--- src/rtl/vga_capture.sv ---
// vga_capture: recovers logical pixel writes from a VGA pin bundle by
// undoing letterbox placement and BLOCK-times upscaling.
//
// Ports:
//   CLOCK_50, reset_n          system clock, async active-low reset
//   VGA_CLK/HS/VS/BLANK_N/R/G/B pin bundle, sampled as data on CLOCK_50
//   wr_en, wr_x, wr_y, wr_r/g/b one write strobe per logical pixel
//   frame_done                 pulse after a frame ending at the last pixel
//   locked                     high while capturing
//   geom_err                   sticky raster geometry error
// Optional: `define VGA_CAPTURE_CHECK_EN enables line/frame length checks.
module vga_capture #(
    parameter int WIDTH  = 640,
    parameter int HEIGHT = 480
) (
    input  logic       CLOCK_50,
    input  logic       reset_n,
    input  logic       VGA_CLK,
    input  logic       VGA_HS,
    input  logic       VGA_VS,
    input  logic       VGA_BLANK_N,
    input  logic [7:0] VGA_R,
    input  logic [7:0] VGA_G,
    input  logic [7:0] VGA_B,
    output logic       wr_en,
    output logic [9:0] wr_x,
    output logic [8:0] wr_y,
    output logic [7:0] wr_r,
    output logic [7:0] wr_g,
    output logic [7:0] wr_b,
    output logic       frame_done,
    output logic       locked,
    output logic       geom_err
);
    localparam int BX      = 640 / WIDTH;
    localparam int BY      = 480 / HEIGHT;
    localparam int BLOCK   = (BX < BY) ? BX : BY;
    localparam int X_START = (640 - WIDTH * BLOCK) / 2;
    localparam int Y_START = (480 - HEIGHT * BLOCK) / 2;

    localparam logic [9:0] XS      = 10'(X_START);
    localparam logic [9:0] XW      = 10'(WIDTH * BLOCK);
    localparam logic [8:0] YS      = 9'(Y_START);
    localparam logic [8:0] YW      = 9'(HEIGHT * BLOCK);
    localparam logic [9:0] BLK_MAX = 10'(BLOCK - 1);
    localparam logic [9:0] X_LAST  = 10'(WIDTH - 1);
    localparam logic [8:0] Y_LAST  = 9'(HEIGHT - 1);

    typedef enum logic [1:0] {SEARCH, ALIGN, CAPTURE} state_t;

    logic [27:0] pin_s1, pin_s2;
    logic        clk_s3;
    logic        pclk, hs, vs, blank;
    logic [7:0]  r, g, b;
    logic        unused_hs;

    always_ff @(posedge CLOCK_50 or negedge reset_n) begin
        if (!reset_n) begin
            pin_s1 <= '0;
            pin_s2 <= '0;
            clk_s3 <= 1'b0;
        end else begin
            pin_s1 <= {VGA_CLK, VGA_HS, VGA_VS, VGA_BLANK_N,
                       VGA_R, VGA_G, VGA_B};
            pin_s2 <= pin_s1;
            clk_s3 <= pin_s2[27];
        end
    end

    assign {pclk, hs, vs, blank, r, g, b} = pin_s2;
    assign unused_hs = hs;

    state_t     st, st_nx;
    logic       blank_q, vs_q;
    logic [9:0] xt, xd, lx;
    logic [8:0] yt, ly;
    logic [9:0] yd;
    logic       last_hit;

    logic       pix, line_end, line_start, frame_start;
    logic       align_go, cap, x_in, y_in, wr_go, fd_go, geom_fail;
    logic [8:0] cur_y, yo;
    logic [9:0] xo;

    // Pixel event: falling edge of the synchronised pixel clock.
    assign pix         = clk_s3 & ~pclk;
    assign line_end    = pix & blank_q & ~blank;
    assign line_start  = pix & ~blank_q & blank;
    assign frame_start = pix & vs_q & ~vs;

    always_comb begin
        st_nx    = st;
        align_go = 1'b0;
        unique case (st)
            SEARCH:  if (frame_start) st_nx = ALIGN;
            ALIGN: begin
                if (line_start) begin
                    st_nx    = CAPTURE;
                    align_go = 1'b1;
                end
            end
            CAPTURE: if (geom_fail) st_nx = SEARCH;
            default: st_nx = SEARCH;
        endcase
    end

    // The ALIGN exit pixel is the first pixel of line 0.
    assign cur_y = align_go ? 9'd0 : yt;
    // Unsigned offsets wrap above the window size when left of/above it.
    assign xo    = xt - XS;
    assign yo    = cur_y - YS;
    assign x_in  = xo < XW;
    assign y_in  = yo < YW;
    assign cap   = pix & ((st == CAPTURE) | align_go);
    assign wr_go = cap & blank & x_in & y_in
                 & (xd == 10'd0) & (yd == 10'd0);

`ifdef VGA_CAPTURE_CHECK_EN
    logic [8:0] lines;
    // A line ending in the same event counts before the frame check.
    assign lines     = yt + {8'd0, line_end};
    assign geom_fail = (st == CAPTURE)
                     & ((line_end & (xt != 10'd640))
                      | (frame_start & (lines != 9'd480)));
`else
    assign geom_fail = 1'b0;
`endif

    assign fd_go = frame_start & (st == CAPTURE) & last_hit
                 & ~geom_fail & ~wr_go;

    always_ff @(posedge CLOCK_50 or negedge reset_n) begin
        if (!reset_n) begin
            st       <= SEARCH;
            blank_q  <= 1'b0;
            vs_q     <= 1'b0;
            xt       <= '0;
            xd       <= '0;
            lx       <= '0;
            yt       <= '0;
            yd       <= '0;
            ly       <= '0;
            last_hit <= 1'b0;
        end else begin
            st <= st_nx;
            if (pix) begin
                blank_q <= blank;
                vs_q    <= vs;
                xt      <= blank ? xt + 10'd1 : 10'd0;
                if (!blank) begin
                    xd <= '0;
                    lx <= '0;
                end else if (x_in) begin
                    if (xd == BLK_MAX) begin
                        xd <= '0;
                        lx <= lx + 10'd1;
                    end else begin
                        xd <= xd + 10'd1;
                    end
                end
                // Frame start wins over a line end in the same event.
                if (frame_start | align_go) begin
                    yt <= '0;
                    yd <= '0;
                    ly <= '0;
                end else if (line_end) begin
                    yt <= yt + 9'd1;
                    if (y_in) begin
                        if (yd == BLK_MAX) begin
                            yd <= '0;
                            ly <= ly + 9'd1;
                        end else begin
                            yd <= yd + 10'd1;
                        end
                    end
                end
                if (wr_go)
                    last_hit <= (lx == X_LAST) & (ly == Y_LAST);
                else if (frame_start | align_go)
                    last_hit <= 1'b0;
            end
        end
    end

    always_ff @(posedge CLOCK_50 or negedge reset_n) begin
        if (!reset_n) begin
            wr_en      <= 1'b0;
            wr_x       <= '0;
            wr_y       <= '0;
            wr_r       <= '0;
            wr_g       <= '0;
            wr_b       <= '0;
            frame_done <= 1'b0;
            locked     <= 1'b0;
            geom_err   <= 1'b0;
        end else begin
            wr_en      <= wr_go;
            frame_done <= fd_go;
            locked     <= (st == CAPTURE);
            if (wr_go) begin
                wr_x <= lx;
                wr_y <= ly;
                wr_r <= r;
                wr_g <= g;
                wr_b <= b;
            end
            if (geom_fail)
                geom_err <= 1'b1;
        end
    end
endmodule

--- config.mk ---
export PLATFORM = sky130hd
export DESIGN_NAME = vga_capture
export DESIGN_NICKNAME = d
export VERILOG_FILES = /design/src/rtl/vga_capture.sv
export SDC_FILE = /design/constraint.sdc
export NUM_CORES = 1
export LEC_CHECK = 0
export CAP_MARGIN = 20
export CORE_UTILIZATION = 40
export CTS_CLUSTER_SIZE = 12
export DETAILED_ROUTE_END_ITERATION = 10
export GPL_TIMING_DRIVEN = 0
export HOLD_SLACK_MARGIN = 0.03
export SLEW_MARGIN = 20
export SYNTH_ARGS = -nofsm -noshare
export SYNTH_HDL_FRONTEND = slang
export SYNTH_SLANG_ARGS = --single-unit
--- constraint.sdc ---
create_clock -name CLOCK_50 -period 3.7 [get_ports CLOCK_50]
set_input_delay 0.37 -clock CLOCK_50 [delete_from_list [all_inputs] [get_ports CLOCK_50]]
set_output_delay 0.37 -clock CLOCK_50 [all_outputs]
set_load 0.01 [all_outputs]
==> run metrics, run 1 <==
Die Area=approximately 17000 um2; main combinational cell family by area after synthesis=simple AND/OR/NAND/NOR gates; H-Tree Depth=4; worst min path class=reg -> reg; Ant. Diodes=0; TritonCTS Buffers=17; Final min period=2.63 ns; cell area after synthesis=~6700 um2; post-layout util=0.516; CP Capture Type=register; final worst-path cycle share=0.712; delay-heaviest family, CP=compound AO/OA/AOI/OAI gates; Setup Crit Path Kind=reg -> reg; Tot GR Track Use=0.157; Fillers=approximately 1300; post-synthesis simple-gate area fraction=0.153; post-route total power=4290 uW; Final setup viols=0; Req. time, crit path=4.00 ns; sw frac=0.244; synth unique cells=53; final hold viol count=0; root buf cell=clkbuf_16; num ports=77; number of synthesized flops with an enable pin=0; switching power total=1050 uW; number of setup buffers added after CTS=0; max_cap viols=0; Total Wirelength=12.4 mm; Worst Path Buf+Inv=1; clk slew on worst S/H paths=about 0.060 ns; Crit path arrival time=about 2.9 ns; Die H=131 um; IO buf count=between 70 and 80; sequential share of the synthesized area=0.617; largest cells by area after synthesis=dfrtp_1, mux2_4, nand2_1; Async SR Flop Fraction=1.00; status=completed; sequential power share=0.481; Yosys top cell by area=dfrtp_1; DR vias/cell=5.10; CP startpoint kind=register; share of layout cells above drive strength 1=0.147; static leakage=0.00363 uW; vias in the first global route=roughly 4400; via count=between 4000 and 5000; cell row count=46; FF+latch count, synth=~160; Max-slew headroom=0.436; Post-Syn Instances=524; Final Max Slew Viols=0; initial antenna violation count=0; Die W=between 100 and 150 um; final std cells w/o fill=848; slowest stage delay, CP=0.81 ns; DR DRC count=0; Mapped Avg Cell Area=12.7 um2; pin count of the biggest net entering global routing=96; clk sinks=between 150 and 200; DR iter-0 viols=197; Post-synth top cells=dfrtp_1, nand2_1, mux2_4; synth warn=0; Max clock buf depth=2; Yosys top cell area share=0.617; mux share of post-synthesis cell area=0.102; later-pin clock latency in the skew report=0.42 ns; Final GP Congestion=0.786; Cells after DPL=815; combinational group share of total power=0.128; clock skew=0.0111 ns; Post-layout nets=657; post-synthesis compound-gate area fraction=0.0664; GRT Residual Overflow=0; clock network power share=0.391; Synth Area in Adders=0.0150; XOR/XNOR Fraction of Synth Area=0.0224; DRT antenna net count=0; CP max stage cell=a2111oi_4; pwr dens=518 nW/um2; final worst slack=about 1.1 ns; First-pass DRT Iterations=7; Worst IR Drop VDD=0.000373 V; first-pass GRT wire length=20.8 mm; Layout area overhead=24.4%; P_int=3240 uW; CTS tree=built; RSZ-0062 raised after global routing=false; Routed WL per cell=14.7 um; Resize count post-CTS=0; Syn Nets=562; area of the core=16100 um2; Peak Freq=380 MHz; Place WS=1.02 ns; Slew @ Worst Pin=0.844 ns; crit-path cells=nor4_1 -> nand4b_1 -> a2111oi_4 -> buf_6 -> mux2_4; dpl hpwl=8.51 mm; setup_tns=0 ns; Crit Path Max Fanout=10; ys flop type=dfrtp_1; count leader, synth=dfrtp_1; initial core utilization=0.415
==> area by class of cell <==
class                           count  area [um2]  area share
Sequential cell                   164        4100       0.496
Multi-Input combinational cell    328        2400       0.290
Timing Repair Buffer               76         783      0.0946
Clock buffer                       21         450      0.0544
Tap cell                          216         270      0.0326
Clock inverter                     11         118      0.0142
Buffer                             18         104      0.0125
Inverter                           14        52.6     0.00635
==> routing by layer <==
layer  up-vias  track usage  wire length, um
li1       2058            -                -
met1      2172        0.204             5860
met2        81        0.250             5910
met3        12       0.0391              492
met4         0       0.0683              176
met5         -            0                0
==> logic make-up (layout without fill, tap and decap cells) <==
family,count (synthesis),after routing
mux,48,48
flops,164,164
xor+xnor,17,17
other cells,1,1
fa+ha+maj,8,8
simple gates,184,184
compound gates,70,70
buf+inv,32,140
==> power by group through the flow <==
stage | clock network (uW) | registers [uW] | logic (uW)
6_report | 1680 | 2060 | 549
4_1_cts | 1720 | 2070 | 560
3_5_place_dp | 0 | 2100 | 554
5_1_grt | 1800 | 2090 | 609
3_3_place_gp | 0 | 2090 | 538
2_1_floorplan | 0 | 2110 | 238
==> worst paths after layout <==
check                                    start  cells past startpoint                    to  slack (ns)
max                          yd[3]$_DFFE_PN0P_                      5   wr_g[3]$_DFFE_PN0P_        1.07
min                        pin_s1[6]$_DFF_PN0_                      0   pin_s2[6]$_DFF_PN0_        0.35
min reg2reg                pin_s1[6]$_DFF_PN0_                      0   pin_s2[6]$_DFF_PN0_        0.35
max reg2reg                  yd[3]$_DFFE_PN0P_                      5   wr_g[3]$_DFFE_PN0P_        1.07
min in group asynchronous              reset_n                      2  pin_s2[14]$_DFF_PN0_        0.50
max in group asynchronous              reset_n                      3     xd[1]$_DFFE_PN0P_        2.36
==> sequential cells by signal, indices dropped and copies added, names as in the netlist <==
name	count
xd	10
vs_q	1
xt	10
blank_q	1
wr_g	8
st	2
last_hit	1
pin_s2	27
lx	10
ly	9
locked	1
frame_done	1
yd	10
wr_y	9
clk_s3	1
pin_s1	27
wr_x	10
wr_en	1
wr_b	8
yt	9
wr_r	8
==> layout by cell type (no fill, tap or decap), types with 2 or more instances in the layout <==
cell             count
a21oi_1             25
a22o_1               2
and2_1               3
and3_1               6
and4_1               2
buf_2                2
buf_6                4
clkbuf_1            14
clkbuf_16           17
clkdlybuf4s50_1     73
clkinv_4             3
clkinvlp_4           2
dfrtp_1            164
ha_1                 8
inv_1               14
inv_6                4
mux2_2               5
mux2_4              39
mux2i_1              4
nand2_1             46
nand2b_1             2
nand3_1             27
nand4_1             17
nand4b_1             2
nor2_1              29
nor2b_1              3
nor3_1               6
nor4_1               2
nor4bb_1             2
o211ai_1             7
o21ai_0             19
o31ai_1              9
or3_1               10
or4_1               15
xnor2_1              5
xor2_1              12
==> through the flow <==
stage          area (um2)  hold WS, ns
2_1_floorplan        6660       0.0744
3_3_place_gp         7670        0.333
3_5_place_dp         7700        0.335
4_1_cts              8280        0.345
5_1_grt              8280        0.353
6_report             8280        0.346
==> repair_timing <==
item,CTS,global route
hold endpoints to repair,69,0
hold buffers,1,0
endpoints found under the setup margin,0,0
Note: power is estimated with default switching activity, not from simulation.
==> run 2: changes to the inputs <==
==> constraint.sdc (replaced) <==
create_clock -name CLOCK_50 -period 2.67 [get_ports CLOCK_50]
set_input_delay 0.267 -clock CLOCK_50 [delete_from_list [all_inputs] [get_ports CLOCK_50]]
set_output_delay 0.267 -clock CLOCK_50 [all_outputs]
set_load 0.01 [all_outputs]
==> run metrics, run 2 (same netlist as run 1, synthesis figures left out) <==
status=completed; first-pass GRT wire length=between 20 and 25 mm; Cells after DPL=roughly 820; max_cap viols=0; Max-slew headroom=0.414; crit-path cells=nor4_1 -> nand4b_1 -> a2111oi_4 -> buf_4 -> buf_6 -> mux2_4; DR iter-0 viols=~210; Crit Path Max Fanout=10; Die W=131 um; later-pin clock latency in the skew report=0.42 ns; First-pass DRT Iterations=5; RSZ-0062 raised after global routing=false; Tot GR Track Use=0.157; root buf cell=clkbuf_16; post-route total power=around 6000 uW; Peak Freq=418 MHz; H-Tree Depth=4; slowest stage delay, CP=0.45 ns; commonest cells after routing, fill and taps aside=dfrtp_1, clkdlybuf4s50_1, nand2_1; vias in the first global route=4374; Crit path arrival time=roughly 2.7 ns; clk slew on worst S/H paths=about 0.06 ns; pwr dens=717 nW/um2; Slew @ Worst Pin=0.877 ns; DR DRC count=0; Resize count post-CTS=0; Layout area overhead=24.6%; cell row count=46; CP max stage cell=dfrtp_1; CP startpoint kind=register; Die H=131 um; Total Wirelength=12.5 mm; share of layout cells above drive strength 1=0.150; via count=4350; Post-layout nets=659; Final GP Congestion=0.786; dpl hpwl=8.51 mm; delay-heaviest family, CP=simple AND/OR/NAND/NOR gates; Worst IR Drop VDD=about 0.00052 V; Die Area=17200 um2; CP Capture Type=register; area of the core=16100 um2; IO buf count=between 70 and 80; Final min period=2.39 ns; commonest non-fill, non-tap cell in the layout=dfrtp_1; static leakage=0.00364 uW; Setup Crit Path Kind=reg -> reg; Finished Cell Area=about 8300 um2; DRT antenna net count=0; DR vias/cell=5.12; final worst-path cycle share=0.896; num ports=77; TritonCTS Buffers=17; Ant. Diodes=0; Req. time, crit path=2.98 ns; Max clock buf depth=2; CTS tree=built; Routed WL per cell=14.7 um; Top Registers=pin_s1 x27, pin_s2 x27; instance area after placement=7700 um2; clock skew=between 0.01 and 0.015 ns; GRT Residual Overflow=0; worst min path class=in -> reg; initial core utilization=0.415; initial antenna violation count=0; Final Max Slew Viols=0; pin count of the biggest net entering global routing=96; final hold viol count=0; Final setup viols=0; Worst Path Buf+Inv=2; final std cells w/o fill=850; clk sinks=164
==> run 2: cell count changes in the layout (fill, tap and decap cells not counted) <==
cell and change:
buf_4 +2
==> run 2: worst register-to-register path: cells and delay by family (launching register included) <==
kind / cells / cell delay, ns
muxes: 1 / 0.32
and+or+nand+nor: 2 / 0.66
DFF: 1 / 0.45
AOI/OAI and AO/OA: 1 / 0.44
buffers and inverters: 2 / 0.41
==> run 2: worst paths after layout <==
check	from	end	slack (ns)	cells after the start
max	yd[3]$_DFFE_PN0P_	wr_g[3]$_DFFE_PN0P_	0.28	6
min	VGA_G[2]	pin_s1[10]$_DFF_PN0_	0.28	1
max reg2reg	yd[3]$_DFFE_PN0P_	wr_g[3]$_DFFE_PN0P_	0.28	6
min reg2reg	pin_s1[6]$_DFF_PN0_	pin_s2[6]$_DFF_PN0_	0.35	0
max in group asynchronous	reset_n	wr_en$_DFF_PN0_	1.43	3
min in group asynchronous	reset_n	pin_s2[14]$_DFF_PN0_	0.40	2
==> run 2: layout make-up <==
type / count / area (um2)
fillers: 1338 / 7760
inverters: 14 / 52.6
clock buffers: 21 / 450
clock inverters: 11 / 118
well taps: 216 / 270
repair buffers: 78 / 798
multi-input cells: 328 / 2400
plain buffers: 18 / 104
flip-flops and latches: 164 / 4100
==> run 2: per-layer routing <==
layer	up-vias	routed length, um	track usage
met4	0	197	0.0683
met2	96	5910	0.250
met5	-	0	0
li1	2060	-	-
met3	15	523	0.0391
met1	2179	5860	0.204
==> run 2: timing repair <==
item                                   in CTS  in global routing
setup buffers                               2                  0
setup endpoints to repair                  39                  0
endpoints found under the hold margin      69                  0
hold buffers                                1                  0
==> run 2: per-stage QoR <==
| step | utilization | TNS, ns | setup slack [ns] | hold WS [ns] |
|---|---|---|---|---|
| floorplan | - | 0 | 0.430 | -0.0286 |
| global placement | 0.477 | -828.96 | -5.06 | 0.333 |
| detailed placement | 0.480 | -0.0960 | -0.0109 | 0.261 |
| CTS | 0.517 | 0 | 0.280 | 0.264 |
| global route | 0.517 | 0 | 0.187 | 0.259 |
| finish | 0.517 | 0 | 0.278 | 0.278 |
==> run 2: power by group <==
group	internal (uW)	switching, uW
Sequential	2710	155
Clock	1330	994
Combinational	456	307
Total	4490	1460
==> run 3: changes to the inputs <==
--- a/config.mk
+++ b/config.mk
@@ -5,6 +5,7 @@
 export SDC_FILE = /design/constraint.sdc
 export NUM_CORES = 1
 export LEC_CHECK = 0
+export ABC_CLOCK_PERIOD_IN_PS = 2670
 export CAP_MARGIN = 20
 export CORE_UTILIZATION = 40
 export CTS_CLUSTER_SIZE = 12
==> results of run 3 <==
The final DEF is identical to that of run 2; final timing and power are the same.
